[src/rtl/mux_sel_arbiter.sv]
// mux_sel_arbiter: two-requester round-robin arbiter driving the select of a
// downstream 2:1 mux. Ownership is held until the owner releases it, or until
// it has been held MAX_HOLD cycles while the other channel is waiting.
// Ports:
//   clk      rising-edge clock
//   rst      asynchronous active-high reset
//   req[1:0] request per channel (bit 0 = channel 0)
//   rel      voluntary release by the current owner
//   s        registered mux select (0 = channel 0, 1 = channel 1)
//   gnt[1:0] registered one-hot grant, 00 when idle
//   busy     registered, high whenever gnt is non-zero
//   timeout  registered one-cycle pulse on a forced handover
module mux_sel_arbiter #(
  parameter int unsigned MAX_HOLD = 8
) (
  input  logic       clk,
  input  logic       rst,
  input  logic [1:0] req,
  input  logic       rel,
  output logic       s,
  output logic [1:0] gnt,
  output logic       busy,
  output logic       timeout
);

  localparam int unsigned CNT_W = 4;
  localparam logic [CNT_W-1:0] CNT_MAX = CNT_W'(MAX_HOLD - 1);

  typedef enum logic [1:0] {
    IDLE = 2'd0,
    OWN0 = 2'd1,
    OWN1 = 2'd2
  } state_e;

  state_e           state_q, state_d;
  logic [CNT_W-1:0] cnt_q, cnt_d;
  logic             last_q, last_d;
  logic             s_q, s_d;
  logic [1:0]       gnt_q, gnt_d;
  logic             busy_q, busy_d;
  logic             timeout_q, timeout_d;

  logic             cur;
  logic             req_x;
  logic             req_y;
  logic             at_max;

  // State and output registers; outputs are computed from the next state so
  // they change only on a clock edge.
  always_ff @(posedge clk or posedge rst) begin
    if (rst) begin
      state_q   <= IDLE;
      cnt_q     <= '0;
      last_q    <= 1'b1;
      s_q       <= 1'b0;
      gnt_q     <= 2'b00;
      busy_q    <= 1'b0;
      timeout_q <= 1'b0;
    end else begin
      state_q   <= state_d;
      cnt_q     <= cnt_d;
      last_q    <= last_d;
      s_q       <= s_d;
      gnt_q     <= gnt_d;
      busy_q    <= busy_d;
      timeout_q <= timeout_d;
    end
  end

  // Next-state, hold counter and registered-output inputs.
  always_comb begin
    state_d   = state_q;
    cnt_d     = cnt_q;
    last_d    = last_q;
    timeout_d = 1'b0;
    cur       = 1'b0;
    req_x     = 1'b0;
    req_y     = 1'b0;
    at_max    = 1'b0;

    case (state_q)
      IDLE: begin
        case (req)
          2'b01:   state_d = OWN0;
          2'b10:   state_d = OWN1;
          // Tie goes to the channel that did not own last.
          2'b11:   state_d = last_q ? OWN0 : OWN1;
          default: state_d = IDLE;
        endcase
      end
      OWN0, OWN1: begin
        cur    = (state_q == OWN1);
        req_x  = req[cur];
        req_y  = req[~cur];
        at_max = (cnt_q == CNT_MAX);
        if (rel || !req_x || (at_max && req_y)) begin
          last_d = cur;
          // Forced only when neither release nor request drop caused the leave.
          timeout_d = !rel && req_x;
          if (req_y) begin
            state_d = cur ? OWN0 : OWN1;
          end else begin
            state_d = IDLE;
          end
        end else if (!at_max) begin
          cnt_d = cnt_q + CNT_W'(1);
        end
      end
      default: state_d = IDLE;
    endcase

    // Every ownership change starts the hold count from zero.
    if (state_d != state_q) begin
      cnt_d = '0;
    end
  end

  // Output encoding derived from the next state; select holds while idle.
  always_comb begin
    gnt_d  = {state_d == OWN1, state_d == OWN0};
    busy_d = (state_d != IDLE);
    case (state_d)
      OWN0:    s_d = 1'b0;
      OWN1:    s_d = 1'b1;
      default: s_d = s_q;
    endcase
  end

  assign s       = s_q;
  assign gnt     = gnt_q;
  assign busy    = busy_q;
  assign timeout = timeout_q;

endmodule

[config.mk]
export PLATFORM = sky130hd
export DESIGN_NAME = mux_sel_arbiter
export DESIGN_NICKNAME = d
export VERILOG_FILES = /design/src/rtl/mux_sel_arbiter.sv
export SDC_FILE = /design/constraint.sdc
export NUM_CORES = 1
export LEC_CHECK = 0
export CORE_UTILIZATION = 51
export CTS_BUF_LIST = sky130_fd_sc_hd__clkbuf_2
export DETAILED_ROUTE_END_ITERATION = 16
export PLACE_DENSITY = 0.77
export SETUP_SLACK_MARGIN = 0.05
export SLEW_MARGIN = 10
export SYNTH_ARGS = -nofsm -noshare
export SYNTH_HDL_FRONTEND = slang
export SYNTH_SLANG_ARGS = --single-unit
[constraint.sdc]
create_clock -name clk -period 2.79 [get_ports clk]
set_clock_uncertainty 0.1 [all_clocks]
set_input_delay 0.279 -clock clk [delete_from_list [all_inputs] [get_ports clk]]
set_output_delay 0.279 -clock clk [all_outputs]
set_load 0.02 [all_outputs]
* Yosys cells after proc, flatten, opt, wreduce, memory -nomap -nowiden
Cells that the tools add are included.
** Word-level totals
- Register bits :: 12
- Input port bits :: 5
- Output and inout bits :: 5
- Logic and storage cells :: 52
** Cells by class
- $add $sub $neg :: 1
- $lt $le $gt $ge :: 2
- Equality and inequality tests :: 11
- Mux-type cells :: 17
- Bitwise gates (word level) :: 1
- Reductions and logical operators :: 13
** Operator list (number)
- $mux 4 :: 4
- $eq 2x2->1 const B :: 4
- $mux 2 :: 4
- $eq 2x1->1 const B :: 3
- $mux 1 :: 6
- $pmux 2 s3 :: 1
- $reduce_bool 2->1 :: 3
- $add 4x1->4 const B :: 1
- $eq 4x3->1 const B :: 1
- $lt 1x2->1 const B :: 2
- $ne 2x1->1 const B :: 2
- $pmux 2 s2 :: 1
- $reduce_and 3->1 :: 1
- $logic_and 1x1->1 :: 2
- $logic_not 1->1 :: 2
- $logic_not 2->1 :: 1
- $logic_or 1x1->1 :: 2
- $ne 2x2->1 :: 1
- $pmux 1 s2 :: 1
- $reduce_and 2->1 :: 1
- $reduce_or 2->1 :: 1
- $not 1->1 :: 1

* Logic depth before layout (Yosys ltp)
- Word-level depth :: 11
- Depth in mapped cells :: 9
- Mapped depth without buffers :: 9

* Least setup slack after synthesis
No wires, ideal clock.
- Path type :: register to register
- Start point :: reg state_q[0]
- End point :: reg s_q (netlist: s)
- Library setup time :: 125 ps
- Arrival time :: 2384 ps
- Data required time :: 2565 ps
- Path slack :: 181 ps
- Cell stages (with the launch flop) :: 10
- Path buffers :: 0
- Clock period less this slack :: 2609 ps
- Cells stage by stage :: dfrtp_1 -> inv_1 -> ha_1 -> mux2_2 -> o211a_4 -> mux2_2 -> nand2_1 -> a21o_1 -> ha_1 -> mux2_2
** On the way
- Word-level cells in the longest chain between the ends :: 10
- Elaborated cells between the ends (all ways) :: 20
- Classes of those cells :: 4 x eq/ne; 9 x mux; 7 x reduce/logical
** Ends and longest elaborated chain
- from (decl) :: line 35 : state_e state_q, state_d;
- from (signal assigned) :: line 60 : state_q <= state_d;
- $eq 2x2->1 :: line 81, 92
- $mux 1 (not written as such) (2 in a row) :: line 93 : req_x = req[cur];
- $logic_not 1->1 :: line 96 : if (rel || !req_x || (at_max && req_y)) begin
- $logic_or 1x1->1 (2 in a row) :: line 96
- $mux 2 :: line 96
- $pmux 2 s2 * :: line 81 : case (state_q)
- $eq 2x2->1 / $eq 2x1->1 (equally long branches) :: line 122 : case (state_d)
- $pmux 1 s2 / $reduce_bool 2->1 (equally long branches)
- to (signal assigned) :: line 55 : s_q <= 1'b0;
- to (signal assigned) :: line 63 : s_q <= s_d;
- to (decl) :: line 38 : logic s_q, s_d;
Mark *: on every way between the ends. The rest lies on a longest branch, timed or not. The select of a mux whose other input is x is not followed.
A chain may end at the register's enable or synchronous reset.

* Final worst setup path
Same ends and word-level chain as after synthesis.

==> impl_metrics.tcl <==
set metrics [dict create \
    status "finished clean" \
    synth_area_leaders "dfrtp_1 34%, ha_1 11%, mux2_2 5.5%, mux2i_1 3.7%, nand2_1 3.7%" \
    cts-buffers-inserted 3 \
    vias 708 \
    netlist_area_um2 818 \
    postRouteAntennaNets 0 \
    core_area_mm2 0.00151 \
    reg2reg_depth 9 \
    cts_tree "built" \
    clockBufferDepth 2 \
    hold_viol 0 \
    wl_per_cell_um 14.4 \
    clk_pin_slew_ps 110 \
    p_clk_share_pct 8.7 \
    async_flop_share_pct 100 \
    dpl.hpwl_um 1260 \
    period_share_pct 94.2 \
    required_ps 2840 \
    synth_common_cells "11 x dfrtp_1, 8 x nand2_1, 7 x ha_1, 7 x inv_1, 5 x nor2_1" \
    yosysWarningCount 0 \
    ys_ff_latch 12 \
    finalSetupViolations 0 \
    fp-row-count 14 \
    worstHoldPathType "primary input to async pin" \
    placed_cells 113 \
    post-place-ws_ps 25.4 \
    worst_slack_ps 160 \
    grt_pass1_wl_um 2820 \
    clock-sinks 12 \
    grt.total_usage_pct 21.4 \
    layout-drive-gt1-share_pct 20.6 \
    yosysTopAreaCell "dfrtp_1" \
    timing.slew.headroom_pct 69.0 \
    critPathArrivalTime_ps 2680 \
    regArea_um2 303 \
    die_y_um 42.1 \
    yosysSeqAreaShare_pct 36.9 \
    cts-root-buf "clkbuf_2" \
    ir_worst_vdd_mv 0.601 \
    synth-edff-count 0 \
    fin_crit_ps 2630 \
    syn_nets 96 \
    tightest_slew_ps 464 \
    die_area_mm2 0.00177 \
    cellInternalPower_uw 565 \
    routed_wl_um 1700 \
    grt_pass1_vias 657 \
    slew_violations 0 \
    hold_buffers 0 \
    start_util_pct 54.3 \
    power.density_mw_per_mm2 981 \
    grt-ovfl-total 0 \
    fillers 122 \
    rsz0062_at_grt "false" \
    path_class "flop to flop" \
    comb_power_share_pct 63.8 \
    pin_count 10 \
    htreeDepth 1 \
    yosys.cell_count.top_type "dfrtp_1" \
    crit_path_end_kind "flop" \
    antenna_found_initial 0 \
    crit_fanout 7 \
    areaGrowthSynthToFinish_pct 22.8 \
    reg2reg_slack_ps 160 \
    diodes 0 \
    drtIter0Drc 27 \
    port_buffers 9 \
    place_congestion 0.984 \
    yosysTopAreaCellShare_pct 33.6 \
    die_w_um 42.1 \
    viasPerCell 6.00 \
    p_switching_uw 421 \
    max_freq_mhz 380 \
    pwr-share-seq_pct 27.5 \
    synth_cells 84 \
    r2r-start "state_q[0]$_DFF_PP0_" \
    swShare_pct 42.7 \
    stdcell_count 118 \
    cap_violations 0 \
    synth.distinct_cells 37 \
    grt_max_degree 13 \
    nets 115 \
    setup-tns-final_ps 0 \
    clk_latency_ps 260 \
    synth_flop_cell "dfrtp_1" \
    syn-mean-instance-area_um2 9.74 \
    multi_input_area_um2 494 \
    r2r-end "s$_DFFE_PP0P_" \
    leakagePower_uw 0.000446 \
    drtPass1Iterations 4 \
    worstSetupStartpointType "flop" \
    drc 0 \
]
[area by class of cell]
cell class,count,area share [%]
inverters,7,2.62
clock inverters,1,0.374
multi-input cells,63,49.2
repair buffers,16,14.2
clock buffers,3,1.49
well taps,16,1.99
flip-flops and latches,12,30.1
[stage by stage]
stage,cell area [µm²],hold slack [ps],total power [µW],utilization (%)
after floorplan,818,43.0,671,-
after global placement,965,394,843,64.0
after detailed placement,965,400,858,64.0
after CTS,996,205,970,66.1
after global routing,1000,252,1060,66.7
final,1000,211,985,66.7
[critical path: stages, from the launching register on]
cell and delay (ps):
dfrtp_2 450, inv_2 120, ha_4 190, mux2_2 380
o211a_4 170, mux2_2 220, nand2_1 60, a21o_1 210
ha_1 290, mux2_2 330
[worst max-delay path by stage]
stage / start / endpoint / cells after the start
6_report: state_q[0]$_DFF_PP0_ / s$_DFFE_PP0P_ / 9
5_1_grt: state_q[0]$_DFF_PP0_ / s$_DFFE_PP0P_ / 9
4_1_cts: state_q[0]$_DFF_PP0_ / s$_DFFE_PP0P_ / 9
3_5_place_dp: state_q[0]$_DFF_PP0_ / s$_DFFE_PP0P_ / 9
3_3_place_gp: state_q[0]$_DFF_PP0_ / s$_DFFE_PP0P_ / 9
2_1_floorplan: state_q[0]$_DFF_PP0_ / s$_DFFE_PP0P_ / 9
[what timing repair did]
action,4_1_cts,5_1_grt
buffers inserted,0,1
gates resized for setup,2,2
endpoints found under the setup margin,1,1
[sequential cells by signal (all words and copies together), names as in the netlist]
name and flops:
last_q 1, busy 1, s 1, state_q 2, timeout 1, cnt_q 4, gnt 2
[layer usage]
metal	global-route usage [%]	vias to the layer above	part of all wire, %
met3	7.33	4	7.6
met4	6.88	0	1.5
met2	32.5	37	46
met5	0	-	0
met1	29.0	319	44
li1	-	348	-
[logic make-up after synthesis]
family / after synthesis / synth area share (%)
simple gates: 30 / 20.3
compound gates: 18 / 17.6
flops: 12 / 36.9
buf+inv: 9 / 4.28
mux: 7 / 9.17
fa+ha+maj: 7 / 10.7
xor+xnor: 1 / 1.07
[placed cells by master (no fill, tap or decap), types with 2 or more instances in the layout]
| cell | n |
|---|---|
| dfrtp_1 | 10 |
| clkdlybuf4s50_1 | 9 |
| nand2_1 | 8 |
| buf_4 | 7 |
| inv_1 | 6 |
| ha_1 | 6 |
| nor2_1 | 5 |
| mux2_2 | 4 |
| mux2i_1 | 3 |
| a31oi_1 | 3 |
| clkbuf_2 | 3 |
| and2b_1 | 2 |
| nand4b_1 | 2 |
| nand3_1 | 2 |
| nand4_1 | 2 |
| o21ai_0 | 2 |
| a21oi_1 | 2 |
| nor3_1 | 2 |
[power groups by stage]
stage	Combinational [µW]	Clock, µW	Sequential, µW
6_report	628	86.1	271
5_1_grt	692	96.4	274
4_1_cts	610	91.2	269
3_3_place_gp	578	0	266
3_5_place_dp	590	0	268
2_1_floorplan	372	0	299
(Power assumes the default switching activity.)
